[src/rtl/canny_threshold_classify.sv]
// canny_threshold_classify
//   Sits between non-maximum suppression and the hysteresis stage. Each valid
//   pixel magnitude is sorted into none / weak / strong against the active
//   high/low thresholds. Thresholds come either from cfg_high/cfg_low or, in
//   adaptive mode, from a 16-bin histogram of the previous frame. That
//   histogram is scanned from the top bin down after the frame ends.
//
// Ports
//   clk               pixel clock
//   rst_s             synchronous active-high reset
//   pre_frame_vsync   frame valid (high during the frame)
//   pre_frame_href    line valid
//   pre_frame_clken   pixel valid
//   pre_mag[7:0]      suppressed gradient magnitude
//   thresh_auto       1 = adaptive thresholds, 0 = cfg_high/cfg_low
//   cfg_high[7:0]     static high threshold
//   cfg_low[7:0]      static low threshold
//   post_frame_*      pre_frame_* delayed one cycle
//   max_g[1:0]        edge class: 00 none, 01 weak, 10 strong
//   act_high/act_low  thresholds currently in use
//   frame_overrun     one-cycle pulse when a new frame aborts a running scan
//
// FSM
//   state | meaning
//   IDLE  | waiting for the end of a frame (vsync falling edge)
//   SCAN  | walking bins 15..0, accumulating counts until the target is passed
//   DONE  | commit the scan result into the shadow thresholds
module canny_threshold_classify #(
  parameter int         CNT_W        = 20,
  parameter int         RATIO_SHIFT  = 3,
  parameter logic [7:0] DEFAULT_HIGH = 8'h60,
  parameter logic [7:0] DEFAULT_LOW  = 8'h30
) (
  input  logic       clk,
  input  logic       rst_s,
  input  logic       pre_frame_vsync,
  input  logic       pre_frame_href,
  input  logic       pre_frame_clken,
  input  logic [7:0] pre_mag,
  input  logic       thresh_auto,
  input  logic [7:0] cfg_high,
  input  logic [7:0] cfg_low,
  output logic       post_frame_vsync,
  output logic       post_frame_href,
  output logic       post_frame_clken,
  output logic [1:0] max_g,
  output logic [7:0] act_high,
  output logic [7:0] act_low,
  output logic       frame_overrun
);

  localparam logic [CNT_W-1:0] ONE = CNT_W'(1);

  typedef enum logic [1:0] {IDLE, SCAN, DONE} state_t;

  state_t state, state_nxt;

  logic             vsync_d;
  logic             vs_rise, vs_fall;
  logic             hist_en;
  logic [CNT_W-1:0] bin [16];
  logic [CNT_W-1:0] total;
  logic [CNT_W-1:0] target;
  logic [CNT_W-1:0] accum;
  logic [CNT_W:0]   accum_sum;
  logic [CNT_W-1:0] accum_n;
  logic             scan_hit;
  logic [3:0]       idx;
  logic [7:0]       cand_high, cand_low;
  logic [7:0]       shadow_high, shadow_low;
  logic             overrun_nxt;
  logic             href_d, clken_d;
  logic [1:0]       class_nxt;

  // vsync_d doubles as the delayed vsync output
  assign post_frame_vsync = vsync_d;
  assign post_frame_href  = href_d;
  assign post_frame_clken = clken_d;

  assign vs_rise = pre_frame_vsync & ~vsync_d;
  assign vs_fall = ~pre_frame_vsync & vsync_d;
  assign hist_en = pre_frame_vsync & pre_frame_href & pre_frame_clken;

  // Saturating running sum of the bins visited so far, top bin first
  assign accum_sum = {1'b0, accum} + {1'b0, bin[idx]};
  assign accum_n   = accum_sum[CNT_W] ? '1 : accum_sum[CNT_W-1:0];
  assign scan_hit  = accum_n > target;

  // Strong wins over weak, which also covers act_low > act_high
  always_comb begin
    class_nxt = 2'b00;
    if (pre_frame_clken && pre_frame_href) begin
      if (pre_mag >= act_high)     class_nxt = 2'b10;
      else if (pre_mag >= act_low) class_nxt = 2'b01;
    end
  end

  always_comb begin
    state_nxt   = state;
    overrun_nxt = 1'b0;
    case (state)
      IDLE: if (vs_fall) state_nxt = SCAN;
      SCAN: begin
        if (vs_rise) begin
          state_nxt   = IDLE;
          overrun_nxt = 1'b1;
        end else if (scan_hit || idx == 4'd0) begin
          state_nxt = DONE;
        end
      end
      DONE:    state_nxt = IDLE;
      default: state_nxt = IDLE;
    endcase
  end

  always_ff @(posedge clk) begin
    if (rst_s) state <= IDLE;
    else       state <= state_nxt;
  end

  // Pixel pipeline and threshold selection
  always_ff @(posedge clk) begin
    if (rst_s) begin
      vsync_d       <= 1'b0;
      href_d        <= 1'b0;
      clken_d       <= 1'b0;
      max_g         <= 2'b00;
      act_high      <= DEFAULT_HIGH;
      act_low       <= DEFAULT_LOW;
      frame_overrun <= 1'b0;
    end else begin
      vsync_d       <= pre_frame_vsync;
      href_d        <= pre_frame_href;
      clken_d       <= pre_frame_clken;
      max_g         <= class_nxt;
      frame_overrun <= overrun_nxt;
      if (vs_rise) begin
        act_high <= thresh_auto ? shadow_high : cfg_high;
        act_low  <= thresh_auto ? shadow_low  : cfg_low;
      end
    end
  end

  // Histogram: cleared on frame start, saturating counts otherwise
  always_ff @(posedge clk) begin
    if (rst_s) begin
      for (int i = 0; i < 16; i++) bin[i] <= '0;
      total <= '0;
    end else begin
      for (int i = 0; i < 16; i++) begin
        if (vs_rise)
          bin[i] <= '0;
        else if (hist_en && pre_mag[7:4] == i[3:0] && bin[i] != '1)
          bin[i] <= bin[i] + ONE;
      end
      if (vs_rise)
        total <= '0;
      else if (hist_en && total != '1)
        total <= total + ONE;
    end
  end

  // Scan datapath. The result is parked in cand_* and only copied to the
  // shadow registers in DONE, so a frame start coinciding with DONE still
  // picks up the previous shadow values.
  always_ff @(posedge clk) begin
    if (rst_s) begin
      target      <= '0;
      accum       <= '0;
      idx         <= 4'd15;
      cand_high   <= DEFAULT_HIGH;
      cand_low    <= DEFAULT_LOW;
      shadow_high <= DEFAULT_HIGH;
      shadow_low  <= DEFAULT_LOW;
    end else begin
      case (state)
        IDLE: begin
          if (vs_fall) begin
            target <= total >> RATIO_SHIFT;
            idx    <= 4'd15;
            accum  <= '0;
          end
        end
        SCAN: begin
          if (!vs_rise) begin
            accum <= accum_n;
            if (scan_hit) begin
              cand_high <= {idx, 4'h0};
              cand_low  <= {1'b0, idx, 3'h0};
            end else if (idx == 4'd0) begin
              cand_high <= DEFAULT_HIGH;
              cand_low  <= DEFAULT_LOW;
            end else begin
              idx <= idx - 4'd1;
            end
          end
        end
        DONE: begin
          shadow_high <= cand_high;
          shadow_low  <= cand_low;
        end
        default: ;
      endcase
    end
  end

endmodule

[config.mk]
export PLATFORM = sky130hd
export DESIGN_NAME = canny_threshold_classify
export DESIGN_NICKNAME = d
export VERILOG_FILES = /design/src/rtl/canny_threshold_classify.sv
export SDC_FILE = /design/constraint.sdc
export NUM_CORES = 1
export LEC_CHECK = 0
export ABC_AREA = 1
export CORE_AREA = 4 4 200 202
export CTS_CLUSTER_SIZE = 12
export DETAILED_ROUTE_END_ITERATION = 16
export DIE_AREA = 0 0 204 206
export PLACE_DENSITY = 0.86
export SETUP_SLACK_MARGIN = 0.15
export SYNTH_ARGS = -nofsm -noshare
export SYNTH_HDL_FRONTEND = slang
export SYNTH_SLANG_ARGS = --single-unit
export TNS_END_PERCENT = 5
[constraint.sdc]
create_clock -name clk -period 10.6 [get_ports clk]
set_clock_uncertainty 0.15 [all_clocks]
set_input_delay 2.65 -clock clk [delete_from_list [all_inputs] [get_ports clk]]
set_output_delay 2.65 -clock clk [all_outputs]
set_load 0.02 [all_outputs]
==> Word-level counts from Yosys, hierarchy flattened <==
Memory sizes are Yosys's and may differ from the RTL's. A register that Yosys moved wholly into a read port is not among the register bits.
Cells that the tools add are included.
{ "totals": {"latchBits": 0, "memories": 1, "rom_bits": 0, "register_bits": 117, "input_bits": 30, "ramBits": 320, "wordCells": 293} }
{ "op_classes": {"bitwise_logic": 41, "eq_ne": 39, "order_cmp": 3, "n_shift": 0, "muxes": 124, "div_mod_pow": 0, "n_reduce_logical": 49, "n_addsub": 19, "mul": 0} }
{ "memory_table": {"columns": ["name", "depth", "word_bits", "read_ports", "rd_clocked_by_memory_dff", "wr", "line", "rtl"], "rows": [
  ["bin", 16, 20, 17, 1, 16, "61", "logic [CNT_W-1:0] bin [16];"]
]} }
{ "op_table": {"columns": ["operator", "count"], "rows": [
  ["$mux W20", 35],
  ["$add A20 B1 Y20 const B", 17],
  ["$ne A20 B20 Y1 const B", 17],
  ["$mux W1", 70],
  ["$mux W8", 6],
  ["$pmux W20 S2", 1],
  ["$logic_and A1 B1 Y1", 34],
  ["$eq A4 B4 Y1 const B", 8],
  ["$or A1 B1 Y1", 32],
  ["$mux W4", 6],
  ["$add A20 B20 Y21", 1],
  ["$gt A20 B17 Y1", 1],
  ["$eq A4 B3 Y1 const B", 4],
  ["$ge A8 B8 Y1", 2],
  ["$eq A4 B2 Y1 const B", 2],
  ["$logic_not A4 Y1", 2],
  ["$mux W2", 4],
  ["$ne A2 B2 Y1 const B", 4],
  ["$pmux W4 S2", 1],
  ["$reduce_and A3 Y1", 2],
  ["$reduce_or A2 Y1", 3],
  ["$not A1 Y1", 5],
  ["$reduce_and A5 Y1", 1],
  ["$and A1 B1 Y1", 4],
  ["11 further kinds", 13]
]} }

==> Depth between registers and ports, before layout <==
{ "logic_depth": {"depth_word": 9, "ltp_mapped": 39, "ltp_nobuf": 37} }

==> Worst setup path after synthesis <==
OpenSTA, ideal clock, no wires.
{ "synth_timing": {"path_type": "reg-to-reg", "start": "register with a tool-made name", "end": "register with a tool-made name", "path_stages_with_launch": 33, "period_less_slack_ns": 4.998, "path_buffers": 4, "arrival_time_ns": 4.714, "t_required_ns": 10.316, "setup_slack_ns": 5.602, "path_cell_list": "dfxtp_1 clkbuf_1 clkbuf_1 clkbuf_1 a21oi_1 o221ai_1 nand2_1 ha_1 fa_1 nand2_1 nand3_1 o21ai_0 nor3_2 nor2_4 inv_2 buf_2 or2_2 ha_1 nand2_1 nor2_1 and2_1 nand2_1 nand3_1 nand2_1 nand2_1 nand2_1 nand2_1 nand2_1 and2_1 nand4_2 nand2_1 nand2_1 nand3_1"} }

==> summary.txt <==
Power and ir drop
  • Switching Share: 0.269
  • Int Power: 0.00302 W
  • Clock power share: 0.410
  • Sequential power share: 0.465
  • Combinational Power Share: 0.124
  • Power Total: 0.00413 W
  • Switch Pwr: 0.00111 W
  • Maximum vdd drop: 0.139 mV
  • Leak: 11.1 nW
  • P per Cell Area: 145 nW/um2

Detailed routing
  • Post-route ant nets: 0
  • DRC violations left: 0
  • Via-to-Cell Ratio: 6.05
  • DRT Pass-1 Iters: 7
  • Via count: 23,600
  • Wire length on met2: 31.2 mm
  • WL met1: 27.8 mm
  • WL per Instance: 17.8 um
  • DRT iter0 DRCs: 3,008
  • DR WL met3: 6.85 mm
  • Final wirelength: 69.7 mm
  • Top sig layer: met4

Yosys
  • Synth area leader: edfxtp_1
  • Syn Area/Cell: 7.79 um2
  • Synthesized cell area: 26,100 um2
  • Count leader, synth: nand2_1
  • Post-synth EDFFs: 320
  • Sequential fraction of the synthesis area: 0.443
  • Synth cell types: 56
  • Syn_nets: 3,447
  • Ys Warns: 0
  • Synth top cells by count: nand2_1 (601), inv_1 (463), nor2_1 (409)
  • Synth top area share: 0.369
  • Largest cells by area after synthesis: edfxtp_1 (37%), nand2_1 (8.7%), dfxtp_1 (7.4%), inv_1 (6.7%), a21oi_1 (6.2%)
  • Most common flop cell mapped by yosys: edfxtp_1
  • Syn Inst Count: 3,345
  • Yosys reg bits: 417
  • Asr flop ratio synth: 0

Worst hold path
  • Worst Min Path Start: target[2]
  • Worst Hold Path Cells: 2
  • Min-Delay Path Class: register to register
  • Min-Delay Endpoint: target[2]

STA
  • Crit share post-route: 0.603
  • Worst-Margin Slew: 1.12 ns
  • RSZ-0062 raised after global routing: no
  • Highest clock rate: 156 MHz
  • Endpoints failing setup: 0
  • Setup TNS: 0 ns
  • Slew Viols, Final: 0
  • Final hold violations: 0
  • Minimum clock period after layout: 6.40 ns
  • Slew HR: 0.248

Setup path
  • CP max-delay cell: clkdlybuf4s50_1
  • Crit path capture type: register
  • Worst reg2reg setup slack: 4.23 ns
  • Worst Path Required: 10.66 ns
  • Crit-path cells: clkdlybuf4s50_1 > nor2_4 > nand3_1 > nor2_1 > inv_1 > a21oi_1 > inv_1 > nand2_1
  • Cell mode on critical path: inv_1
  • Reg2reg path depth: 30
  • Worst Setup SP: rst_s
  • Startpoint types: input pin
  • Largest stage delay, worst path: 0.98 ns
  • CP Class: input pin to register
  • Critical Path AT: 6.45 ns
  • Critical path peak fanout: 28

Global routing
  • First-pass GRT wire length: 112 mm
  • Pin count of the biggest net entering global routing: 185
  • Vias in the first global route: 22,300
  • Initial antenna violation count: 1
  • Total global routing overflow: 0
  • GRT Total Usage: 0.327

Floorplan
  • Initial Util: 0.681
  • Die width: 204 um
  • Die Height: 206 um
  • Num ports: 52
  • Die ar.: 42,000 um2
  • # rows: 72
  • Core footprint: 38,300 um2

Placement
  • Placer Congestion: 0.985
  • Port Buffers: 51
  • Hpwl dp: 50.9 mm
  • Area after DPL: 26,900 um2

Clocking
  • Post-CTS Setup Repair Bufs: 0
  • Clk_lat worst skew: 0.59 ns
  • H-tree depth: 2
  • CTS root buf: clkbuf_16
  • Reg clk slew, reported paths: 0.06 ns
  • Max Root-Sink Buffers: 3
  • Cts hold-fix bufs: 0
  • Clk sinks: 417
  • Cts repair resizes: 0
  • CTS Buf Count: 46
  • CTS tree: built

Final layout
  • Multi-input gate area: 12,300 um2
  • Final instance area: 28,500 um2
  • FF+latch area: 11,600 um2
  • Net count, final: 3,453
  • Share of cells above drive strength 1: 0.0532
  • Area growth syn-to-layout: 9.25%
  • FILL cells: 2,763

Run status
  • Status: finished, final reports clean

Flow run
  • Max cap viols: 0
-- flip-flops by register name, indices dropped and copies added (netlist names), 2 cells and up, named ones only --
register     count
accum           20
act_high         8
act_low          8
bin            320
cand_high        4
idx              4
max_g            2
shadow_high      4
state            2
target          17
total           20
-- critical path, delay by kind of cell --
kind | cells | cell delay (ns)
AOI/OAI and AO/OA | 1 | 0.34
buffers and inverters | 3 | 1.39
and+or+nand+nor | 4 | 2.03
-- cells in the final DEF (no fill, tap or decap), types with 14 or more instances in the layout --
master / count
nor4_1: 29
xor2_1: 78
nor2_2: 18
nor2_1: 408
or2_2: 22
a21oi_1: 321
clkdlybuf4s50_1: 51
nor3_2: 15
nor3_1: 112
o21ai_0: 231
ha_1: 71
nand2_1: 601
edfxtp_1: 320
a211oi_1: 14
and3_1: 14
dfxtp_1: 95
o221ai_1: 38
xnor2_1: 21
nand4_1: 45
clkbuf_16: 50
nand3_1: 166
inv_1: 463
nor3b_1: 58
-- metrics by stage --
| step | setup WS, ns | hold WS (ns) | std cells | utilization |
|---|---|---|---|---|
| floorplan | 5.60 | 0.279 | 3345 | - |
| global placement | 3.86 | 0.298 | 3821 | 0.702 |
| detailed placement | 3.71 | 0.309 | 3821 | 0.702 |
| CTS | 4.35 | 0.320 | 3904 | 0.744 |
| global route | 3.82 | 0.335 | 3904 | 0.744 |
| finish | 4.20 | 0.320 | 3905 | 0.744 |
-- layer usage --
metal	vias to the layer above	global-route usage
met5	-	0
met4	0	0.163
met3	215	0.0537
met2	1285	0.516
met1	10800	0.443
li1	11300	-
-- layout make-up --
| type | count | share of cell area |
|---|---|---|
| repair buffers | 63 | 0.0215 |
| well taps | 518 | 0.0228 |
| multi-input cells | 2350 | 0.432 |
| diodes | 1 | 0.0000879 |
| clock buffers | 69 | 0.0499 |
| inverters | 473 | 0.0623 |
| clock inverters | 14 | 0.00589 |
| flip-flops and latches | 417 | 0.406 |
-- power by group through the flow --
| stage | Combinational, W | Clock [W] | Sequential [W] |
|---|---|---|---|
| finish | 0.000513 | 0.00169 | 0.00192 |
| global route | 0.000565 | 0.00176 | 0.00193 |
| CTS | 0.000501 | 0.00170 | 0.00192 |
| floorplan | 0.000347 | 0 | 0.00192 |
| global placement | 0.000476 | 0 | 0.00195 |
| detailed placement | 0.000493 | 0 | 0.00195 |
-- cell families (layout without fill, tap and decap cells) --
family / Yosys count / in the layout / synth area share
adder cells (fa/ha/maj): 72 / 72 / 0.0348
flip-flops: 417 / 417 / 0.443
XOR/XNOR: 99 / 99 / 0.0333
AND/OR/NAND/NOR: 1522 / 1522 / 0.264
other: 0 / 1 / 0
AO/OA/AOI/OAI: 648 / 648 / 0.135
buffers and inverters: 578 / 619 / 0.0859
multiplexers: 9 / 9 / 0.00346
-- how the worst max path moves through the flow --
stage	end	slack (ns)	depth (start not counted)
after detailed placement	bin[10][11]	3.71	8
after global placement	bin[9][18]	3.86	8
final	bin[10][6]	4.20	8
after CTS	bin[10][8]	4.35	8
after global routing	idx[1]	3.82	31
after floorplan	register	5.60	32
(Power assumes the default switching activity.)
